<file path="config.mk">
export PLATFORM = sky130hd
export DESIGN_NAME = segment_animator_multi_flat
export DESIGN_NICKNAME = d
export VERILOG_FILES = /design/src/rtl/segment_animator_multi_if.sv /design/src/rtl/segment_animator_multi.sv /design/src/flat_wrapper.sv
export SDC_FILE = /design/constraint.sdc
export NUM_CORES = 1
export LEC_CHECK = 0
export CORE_MARGIN = 4
export CORE_UTILIZATION = 55
export CTS_CLUSTER_SIZE = 24
export DETAILED_ROUTE_END_ITERATION = 10
export GPL_ROUTABILITY_DRIVEN = 0
export GPL_TIMING_DRIVEN = 0
export PLACE_DENSITY_LB_ADDON = 0.15
export SLEW_MARGIN = 20
export SYNTH_ARGS = -nofsm -noshare
export SYNTH_HDL_FRONTEND = slang
export SYNTH_SLANG_ARGS = --single-unit
</file>
<file path="constraint.sdc">
create_clock -name clk -period 3.1 [get_ports clk]
set_clock_uncertainty 0.15 [all_clocks]
set_input_delay 0.62 -clock clk [delete_from_list [all_inputs] [get_ports clk]]
set_output_delay 0.62 -clock clk [all_outputs]
set_load 0.02 [all_outputs]
</file>
<file path="src/rtl/segment_animator_multi_if.sv">
// Request channel into the segment animator: one {digit, glyph, mode, delay}
// command per valid/ready handshake.
interface segment_animator_multi_if #(
  parameter int DIG_W   = 2,
  parameter int SEGS    = 7,
  parameter int DELAY_W = 6
);
  logic               req_valid;
  logic               req_ready;
  logic [DIG_W-1:0]   req_digit;
  logic [SEGS-1:0]    req_glyph;
  logic [1:0]         req_mode;
  logic [DELAY_W-1:0] req_delay;

  modport master (
    output req_valid, req_digit, req_glyph, req_mode, req_delay,
    input  req_ready
  );

  modport slave (
    input  req_valid, req_digit, req_glyph, req_mode, req_delay,
    output req_ready
  );
endinterface

</file>
<file path="src/rtl/segment_animator_multi.sv">
// Multi-digit 7-segment animator: reveals or erases one digit's segments one at a
// time, paced by rising edges of a slow tick strobe.
module segment_animator_multi #(
  parameter int NUM_DIGITS = 4,
  parameter int SEGS       = 7,
  parameter int DELAY_W    = 6,
  parameter int DIG_W      = (NUM_DIGITS > 1) ? $clog2(NUM_DIGITS) : 1
) (
  input  logic                       clk,
  input  logic                       reset_n,
  input  logic                       enable,
  input  logic                       tick,
  segment_animator_multi_if.slave    req,
  output logic                       busy,
  output logic                       done,
  output logic [NUM_DIGITS*SEGS-1:0] seg_out
);
  localparam int IDX_W = (SEGS > 1) ? $clog2(SEGS) : 1;
  localparam int REM_W = $clog2(SEGS + 1);

  typedef enum logic [1:0] {ST_IDLE, ST_SCAN, ST_WAIT, ST_DONE} state_e;
  typedef enum logic [1:0] {
    MODE_REVEAL_FWD = 2'b00,
    MODE_REVEAL_REV = 2'b01,
    MODE_ERASE_FWD  = 2'b10,
    MODE_INSTANT    = 2'b11
  } mode_e;

  state_e                           state_q, state_d;
  logic [IDX_W-1:0]                 idx_q, idx_d;
  logic [REM_W-1:0]                 rem_q, rem_d;
  logic [DELAY_W-1:0]               timer_q, timer_d;
  logic [SEGS-1:0]                  glyph_q;
  logic [DIG_W-1:0]                 digit_q;
  mode_e                            mode_q;
  logic [DELAY_W-1:0]               delay_q;
  logic [NUM_DIGITS-1:0][SEGS-1:0]  seg_q, seg_d;
  logic                             tick_prev_q;

  logic               accept;
  logic               tick_edge;
  logic               digit_oob;
  logic               hit;
  logic [SEGS-1:0]    idx_onehot;
  logic [DELAY_W-1:0] delay_eff;
  mode_e              req_mode_e;

  assign req_mode_e = mode_e'(req.req_mode);
  assign accept     = req.req_valid & req.req_ready;
  assign tick_edge  = tick & ~tick_prev_q;
  assign digit_oob  = int'(req.req_digit) >= NUM_DIGITS;
  assign delay_eff  = (delay_q == '0) ? DELAY_W'(1) : delay_q;
  assign hit        = |(glyph_q & idx_onehot);
  assign seg_out    = seg_q;

  always_comb begin
    // NOTE: every always_comb output gets a default first so no path infers a latch.
    idx_onehot = '0;
    for (int i = 0; i < SEGS; i++) begin
      if (int'(idx_q) == i) idx_onehot[i] = 1'b1;
    end
  end

  // State register plus datapath registers; tick history runs even when frozen.
  always_ff @(posedge clk or negedge reset_n) begin
    // NOTE: every register, segment bank included, clears asynchronously on reset.
    if (!reset_n) begin
      state_q     <= ST_IDLE;
      idx_q       <= '0;
      rem_q       <= '0;
      timer_q     <= '0;
      glyph_q     <= '0;
      digit_q     <= '0;
      mode_q      <= MODE_REVEAL_FWD;
      delay_q     <= '0;
      seg_q       <= '0;
      tick_prev_q <= 1'b0;
    end else begin
      // NOTE: sequential state uses non-blocking assignments only.
      tick_prev_q <= tick;
      if (enable) begin
        state_q <= state_d;
        idx_q   <= idx_d;
        rem_q   <= rem_d;
        timer_q <= timer_d;
        seg_q   <= seg_d;
        if (accept) begin
          glyph_q <= req.req_glyph;
          digit_q <= req.req_digit;
          mode_q  <= req_mode_e;
          delay_q <= req.req_delay;
        end
      end
    end
  end

  always_comb begin
    state_d = state_q;
    unique case (state_q)
      ST_IDLE: begin
        if (accept) begin
          state_d = (digit_oob || req_mode_e == MODE_INSTANT) ? ST_DONE : ST_SCAN;
        end
      end
      ST_SCAN: begin
        if (rem_q == '0)                state_d = ST_DONE;
        else if (hit)                   state_d = ST_WAIT;
        else if (rem_q == REM_W'(1))    state_d = ST_DONE;
      end
      ST_WAIT: begin
        if (tick_edge && timer_q == DELAY_W'(1)) state_d = ST_SCAN;
      end
      default: state_d = ST_IDLE;
    endcase
  end

  // Datapath next-state: scan index, remaining count, step timer and segment bank.
  always_comb begin
    seg_d   = seg_q;
    idx_d   = idx_q;
    rem_d   = rem_q;
    timer_d = timer_q;
    unique case (state_q)
      ST_IDLE: begin
        if (accept) begin
          rem_d = REM_W'(SEGS);
          idx_d = (req_mode_e == MODE_REVEAL_REV) ? IDX_W'(SEGS - 1) : '0;
          for (int d = 0; d < NUM_DIGITS; d++) begin
            if (int'(req.req_digit) == d) begin
              if (req_mode_e == MODE_INSTANT)
                seg_d[d] = req.req_glyph;
              else if (req_mode_e != MODE_ERASE_FWD)
                seg_d[d] = '0;
            end
          end
        end
      end
      ST_SCAN: begin
        if (rem_q != '0) begin
          rem_d = rem_q - 1'b1;
          idx_d = (mode_q == MODE_REVEAL_REV) ? idx_q - 1'b1 : idx_q + 1'b1;
          if (hit) begin
            timer_d = delay_eff;
            for (int d = 0; d < NUM_DIGITS; d++) begin
              if (int'(digit_q) == d) begin
                if (mode_q == MODE_ERASE_FWD) seg_d[d] = seg_q[d] & ~idx_onehot;
                else                          seg_d[d] = seg_q[d] | idx_onehot;
              end
            end
          end
        end
      end
      ST_WAIT: begin
        if (tick_edge && timer_q != DELAY_W'(1)) timer_d = timer_q - 1'b1;
      end
      default: ;
    endcase
  end

  // Ready is forced low while reset is held, independent of the frozen state.
  always_comb begin
    busy          = (state_q != ST_IDLE);
    done          = enable & (state_q == ST_DONE);
    req.req_ready = reset_n & enable & (state_q == ST_IDLE);
  end
endmodule

</file>
<file path="src/flat_wrapper.sv">
// flat-port wrapper written by rule: the top's interface ports become plain ports
module segment_animator_multi_flat 
#(
  parameter int NUM_DIGITS = 4,
  parameter int SEGS       = 7,
  parameter int DELAY_W    = 6,
  parameter int DIG_W      = (NUM_DIGITS > 1) ? $clog2(NUM_DIGITS) : 1
)
  (clk, reset_n, enable, tick, busy, done, seg_out, req_req_valid, req_req_digit, req_req_glyph, req_req_mode, req_req_delay, req_req_ready);
  segment_animator_multi_if #(.DIG_W(DIG_W), .SEGS(SEGS), .DELAY_W(DELAY_W)) req_i ();
  input  logic clk;
  input  logic reset_n;
  input  logic enable;
  input  logic tick;
  output logic busy;
  output logic done;
  output logic [NUM_DIGITS*SEGS-1:0] seg_out;
  input wire logic [$bits(req_i.req_valid)-1:0] req_req_valid;
  input wire logic [$bits(req_i.req_digit)-1:0] req_req_digit;
  input wire logic [$bits(req_i.req_glyph)-1:0] req_req_glyph;
  input wire logic [$bits(req_i.req_mode)-1:0] req_req_mode;
  input wire logic [$bits(req_i.req_delay)-1:0] req_req_delay;
  output wire logic [$bits(req_i.req_ready)-1:0] req_req_ready;
  assign req_i.req_valid = req_req_valid;
  assign req_i.req_digit = req_req_digit;
  assign req_i.req_glyph = req_req_glyph;
  assign req_i.req_mode = req_req_mode;
  assign req_i.req_delay = req_req_delay;
  assign req_req_ready = req_i.req_ready;
  segment_animator_multi #(.NUM_DIGITS(NUM_DIGITS), .SEGS(SEGS), .DELAY_W(DELAY_W), .DIG_W(DIG_W)) u_core (.clk(clk), .reset_n(reset_n), .enable(enable), .tick(tick), .req(req_i), .busy(busy), .done(done), .seg_out(seg_out));
endmodule
</file>
### After elaboration in Yosys (flattened, before gate mapping)

Cells that the tools add are included.
Widths: inputs -> output; s select.

| word-level totals | value |
|---|---|
| register bits after elaboration | 60 |
| bits in latches | 0 |
| memory bits (writable) | 0 |
| bits in read-only memories | 0 |
| bits of input ports | 22 |
| output and inout port bits | 31 |
| word-level logic and storage cells | 137 |
| memories | 0 |

| operators by class | value |
|---|---|
| add/subtract/negate cells | 4 |
| multiply operators | 0 |
| div/mod/pow operators | 0 |
| order comparisons | 0 |
| equality and inequality tests | 38 |
| shifts and indexed selects | 0 |
| muxes and demuxes | 45 |
| bitwise logic cells | 16 |
| reduce and logical (&&, ||, !) cells | 21 |

Operator list:

| cell | number |
|---|---|
| $mux 7 | 14 |
| $mux 28 | 3 |
| $pmux 28 s2 | 1 |
| $and 7x7->7 | 5 |
| $reduce_and 8->1 | 4 |
| $or 7x7->7 | 4 |
| $ne 2x1->1 const B | 13 |
| $mux 6 | 4 |
| $mux 3 | 6 |
| $eq 2x2->1 const B | 8 |
| $eq 3x3->1 const B | 4 |
| $mux 2 | 6 |
| $pmux 3 s2 | 2 |
| $pmux 6 s2 | 1 |
| $eq 2x1->1 const B | 5 |
| $reduce_and 4->1 | 2 |
| $mux 1 | 7 |
| $not 7->7 | 1 |
| $reduce_or 7->1 | 1 |
| $eq 3x2->1 const B | 2 |
| $eq 6x1->1 const B | 1 |
| $logic_not 2->1 | 3 |
| $logic_not 3->1 | 2 |
| $logic_not 6->1 | 1 |
| other kinds (16) | 24 |

### Logic depth before layout (Yosys ltp)

Gate-level depths: netlist (run 1).

| depth | value |
|---|---|
| depth in word-level cells | 9 |
| depth in mapped cells | 8 |
| gate-level depth less buffers | 7 |

### Worst setup path before layout (run 1)

No wires, ideal clock.

| timing | value |
|---|---|
| path kind | input -> register |
| start point | input reset_n |
| end point | register with a tool-made name |
| arrival | 1805 ps |
| data required time | 2822 ps |
| setup slack | 1018 ps |
| cell stages on the path | 5 |
| cell sequence | and4bb_2 > nand3_2 > a21oi_2 > nand3_1 > mux2_1 |

RTL lines:

| item | line | source |
|---|---|---|
| start, declared | flat_wrapper.sv:12 | `input logic reset_n;` |

### Worst setup path in the final report (run 1)

| timing | value |
|---|---|
| start point | input enable |
| end point | output req_req_ready |

| between the ends | value |
|---|---|
| longest elaborated chain between the ends | 2 |

Ends and longest elaborated chain:

| item | line | source |
|---|---|---|
| start, declared | flat_wrapper.sv:13 | `input logic enable;` |
| $and 1x1->1 (2 in a row) | segment_animator_multi.sv:164 | `req.req_ready = reset_n & enable & (state_q == ST_IDLE);` |
| end, declared | flat_wrapper.sv:23 | `output wire logic [$bits(req_i.req_ready)-1:0] req_req_ready;` |

No other way between the ends.

==> impl_metrics.toml, run 1 <==
[setup_path]
r2r_cells = 6
crit_path_end_kind = "output pin"
cp_common_cell = "clkdlybuf4s50_1"
cp.arrival_ns = 2.21
cp_slowest_stage_delay_ns = 0.64
critPathSlowestCell = "clkdlybuf4s50_1"
path_cells = "clkdlybuf4s50_1 -> and4bb_2 -> clkdlybuf4s50_1"
r2r_start = "u_core.state_q[0]$_DFFE_PN0P_"
r2r_slack_ns = 0.77
worstPathRequired_ns = 2.33
start_kind = "primary input"
worstPathMaxFanout = 9
worstSetupPathType = "primary input to output pin"

[grt]
track_usage_pct = 23.27
grt_pass1_vias = 2770
grt_pass1_wl_um = 13390
overflow = 0
antenna_found_initial = 0
grt_max_degree = 43

[pwr]
p_leak_nw = 1.832
internal_power_mw = 2.418
p_comb_share_pct = 49.3
power_mw = 4.091
switching_power_mw = 1.672
switching_share_pct = 40.88
power_density_nw_per_um2 = 1002
vdd_ir_drop_max_uv = 567.3
pwr-share-clk_pct = 18.4
seqPwrFrac_pct = 32.3

[place]
io_buffer_count = 52
placedInstanceArea_sq_um = 3870
hpwl_um = 5494

[cts]
cts_sinks = 60
cts-root-buf = "clkbuf_8"
htree_levels = 3
cts_resized = 0
clock_latency_ns = 0.34
post-cts-setup-buffer-count = 0
numCtsBuffers = 9
clock_path_buffers = 2
clk_pin_slew_ns = 0.07
ctsHoldBuffers = 0
cts_tree = "yes"

[synth]
synth_top_area_cell = "dfrtp_1"
ys.flop_type = "dfrtp_1"
synth_area_per_cell_sq_um = 9.914
yosysMostFrequentCell = "nand2_1"
netlist_top_cells_count = "62 x nand2_1, 60 x dfrtp_1, 33 x nand3_1"
synthAdderAreaFrac_pct = 2.547
netlist.area_leader.share_pct = 46.31
synth_xor_area_share_pct = 0.2702
syn-num-nets = 355
ys_seq_elements = 60
synth_compound_area_share_pct = 14.32
synth.area.top_cells = "dfrtp_1 46%, mux2_1 9.7%, nand2_1 7.2%"
synth_edf_count = 0
ys_types = 51
synth_top_family_by_area = "simple AND/OR/NAND/NOR gates"
yosysSeqAreaShare_pct = 46.31
async_reset_ff_share_pct = 100.0
syn_inst = 327
synth-simple-area-share_pct = 20.84
syn_area_sq_um = 3242
synthMuxAreaShare_pct = 11.81
yosysWarnings = 0

[route]
wirelength_um = 7725
drc = 0
drt_first_pass_iters = 4
num_vias = 2692
drtIter0Drc = 172
via_per_inst = 5.752
wl_per_cell_um = 16.51
ant_nets = 0

[floorplanning]
dieArea_sq_um = 7187
die-height_um = 84.78
row_count = 27
initial_core_util_pct = 57.81
core_sq_um = 5608
die_w_um = 84.78
ioPinCount = 53

[status]
violations = "negative hold slack"
status = "complete, but fails checks"

[timing]
period_share_pct = 96.08
setup_viol = 0
tightest_slew_ns = 0.6146
max_freq_mhz = 335.8
hold_viol_final = 3
whs_ns = -0.004503
rsz0062_at_grt = "false"
slew_headroom_pct = 58.68
fin_crit_ns = 2.978
slew_viol_final = 0

[finish]
drive_above_1_share_pct = 10.35
syn2layout_area_growth_pct = 25.94
final_area_sq_um = 4083
diodes = 0
nNetsFinal = 419
nFillCells = 435

[hold_path]
hp-class = "primary input to async pin"

[job]
drv_cap = 0
-- critical path, delay by kind of cell --
kind / cells / cell delay [ns]
simple gates: 1 / 0.33
buf+inv: 2 / 1.26
-- metal layers --
metal / vias to the layer above / wire length [um] / global-route usage, %
met5: - / 0 / 0
met4: 0 / 84 / 7.482
met3: 11 / 498 / 5.005
met2: 79 / 3712 / 38.58
met1: 1313 / 3430 / 30.47
li1: 1289 / - / -
-- layout by cell type, fill, tap and decap left out, types with 2 or more instances in the layout --
cell type and n:
nand2_1 62, dfrtp_1 60, clkdlybuf4s50_1 51, nand3_1 33
mux2_1 28, nor2_1 13, o21ai_0 12, clkbuf_8 12
nor2b_1 9, inv_1 8, a22o_1 7, clkbuf_1 6
a21oi_1 6, o31ai_1 6, nand2b_1 5, buf_2 5
a31oi_1 5, ha_1 5, and3_1 4, and2_1 4
buf_1 3, buf_6 3, mux2i_1 3, a21oi_2 3
nor3_1 3, buf_4 2, nand3_2 2, nand3b_1 2
a211oi_1 2, mux2_2 2, nor3b_1 2, a311oi_1 2
o2bb2ai_1 2
-- worst max-delay path by stage --
stage / startpoint / endpoint / slack [ns] / cells past startpoint
floorplan: reset_n / flip-flop / 1.02 / 5
global placement: reset_n / req_req_ready / -1.99 / 3
detailed placement: enable / req_req_ready / 0.12 / 3
CTS: enable / req_req_ready / 0.12 / 3
global route: enable / req_req_ready / 0.08 / 3
finish: enable / req_req_ready / 0.12 / 3
-- power groups by stage --
stage	clock network [mW]	logic, mW	registers, mW
global placement	0	1.94	1.32
finish	0.753	2.02	1.32
CTS	0.755	2.01	1.32
global route	0.792	2.23	1.37
floorplan	0	1.22	1.45
detailed placement	0	1.99	1.33
-- logic make-up (layout without fill, tap and decap cells) --
logic type / count (synthesis) / after routing
adders and majority gates: 6 / 6
xor gates and xnor gates: 1 / 1
AOI/OAI and AO/OA: 59 / 59
and+or+nand+nor: 142 / 142
DFF: 60 / 60
buffers and inverters: 25 / 94
muxes: 34 / 34
-- stage by stage --
stage	instances	hold slack, ns	utilization (%)	worst slack, ns	TNS, ns
global placement	451	0.3092	68.70	-1.988	-136.24
global route	468	0.01810	72.80	0.07694	0
floorplan	327	0.1744	-	1.018	0
detailed placement	452	0.3163	69.01	0.1200	0
finish	468	-0.004503	72.80	0.1217	0
CTS	468	0.008591	72.80	0.1161	0
-- layout make-up --
| type | count | area [sq um] | share of cell area [%] |
|---|---|---|---|
| repair buffers | 53 | 538.0 | 13.18 |
| multi-input cells | 242 | 1614 | 39.53 |
| clock buffers | 13 | 168.9 | 4.137 |
| inverters | 8 | 30.03 | 0.7355 |
| clock inverters | 3 | 43.79 | 1.073 |
| well taps | 72 | 90.09 | 2.207 |
| flip-flops and latches | 60 | 1501 | 36.78 |
| plain buffers | 17 | 96.34 | 2.360 |
Note: power is estimated with default switching activity, not from simulation.
==> run 2, diff against run 1 <==
--- a/config.mk
+++ b/config.mk
@@ -5,6 +5,7 @@
 export SDC_FILE = /design/constraint.sdc
 export NUM_CORES = 1
 export LEC_CHECK = 0
+export ABC_AREA = 0
 export CORE_MARGIN = 4
 export CORE_UTILIZATION = 55
 export CTS_CLUSTER_SIZE = 24
==> results of run 2 <==
Final layout, timing and power as in run 1 (identical DEF).
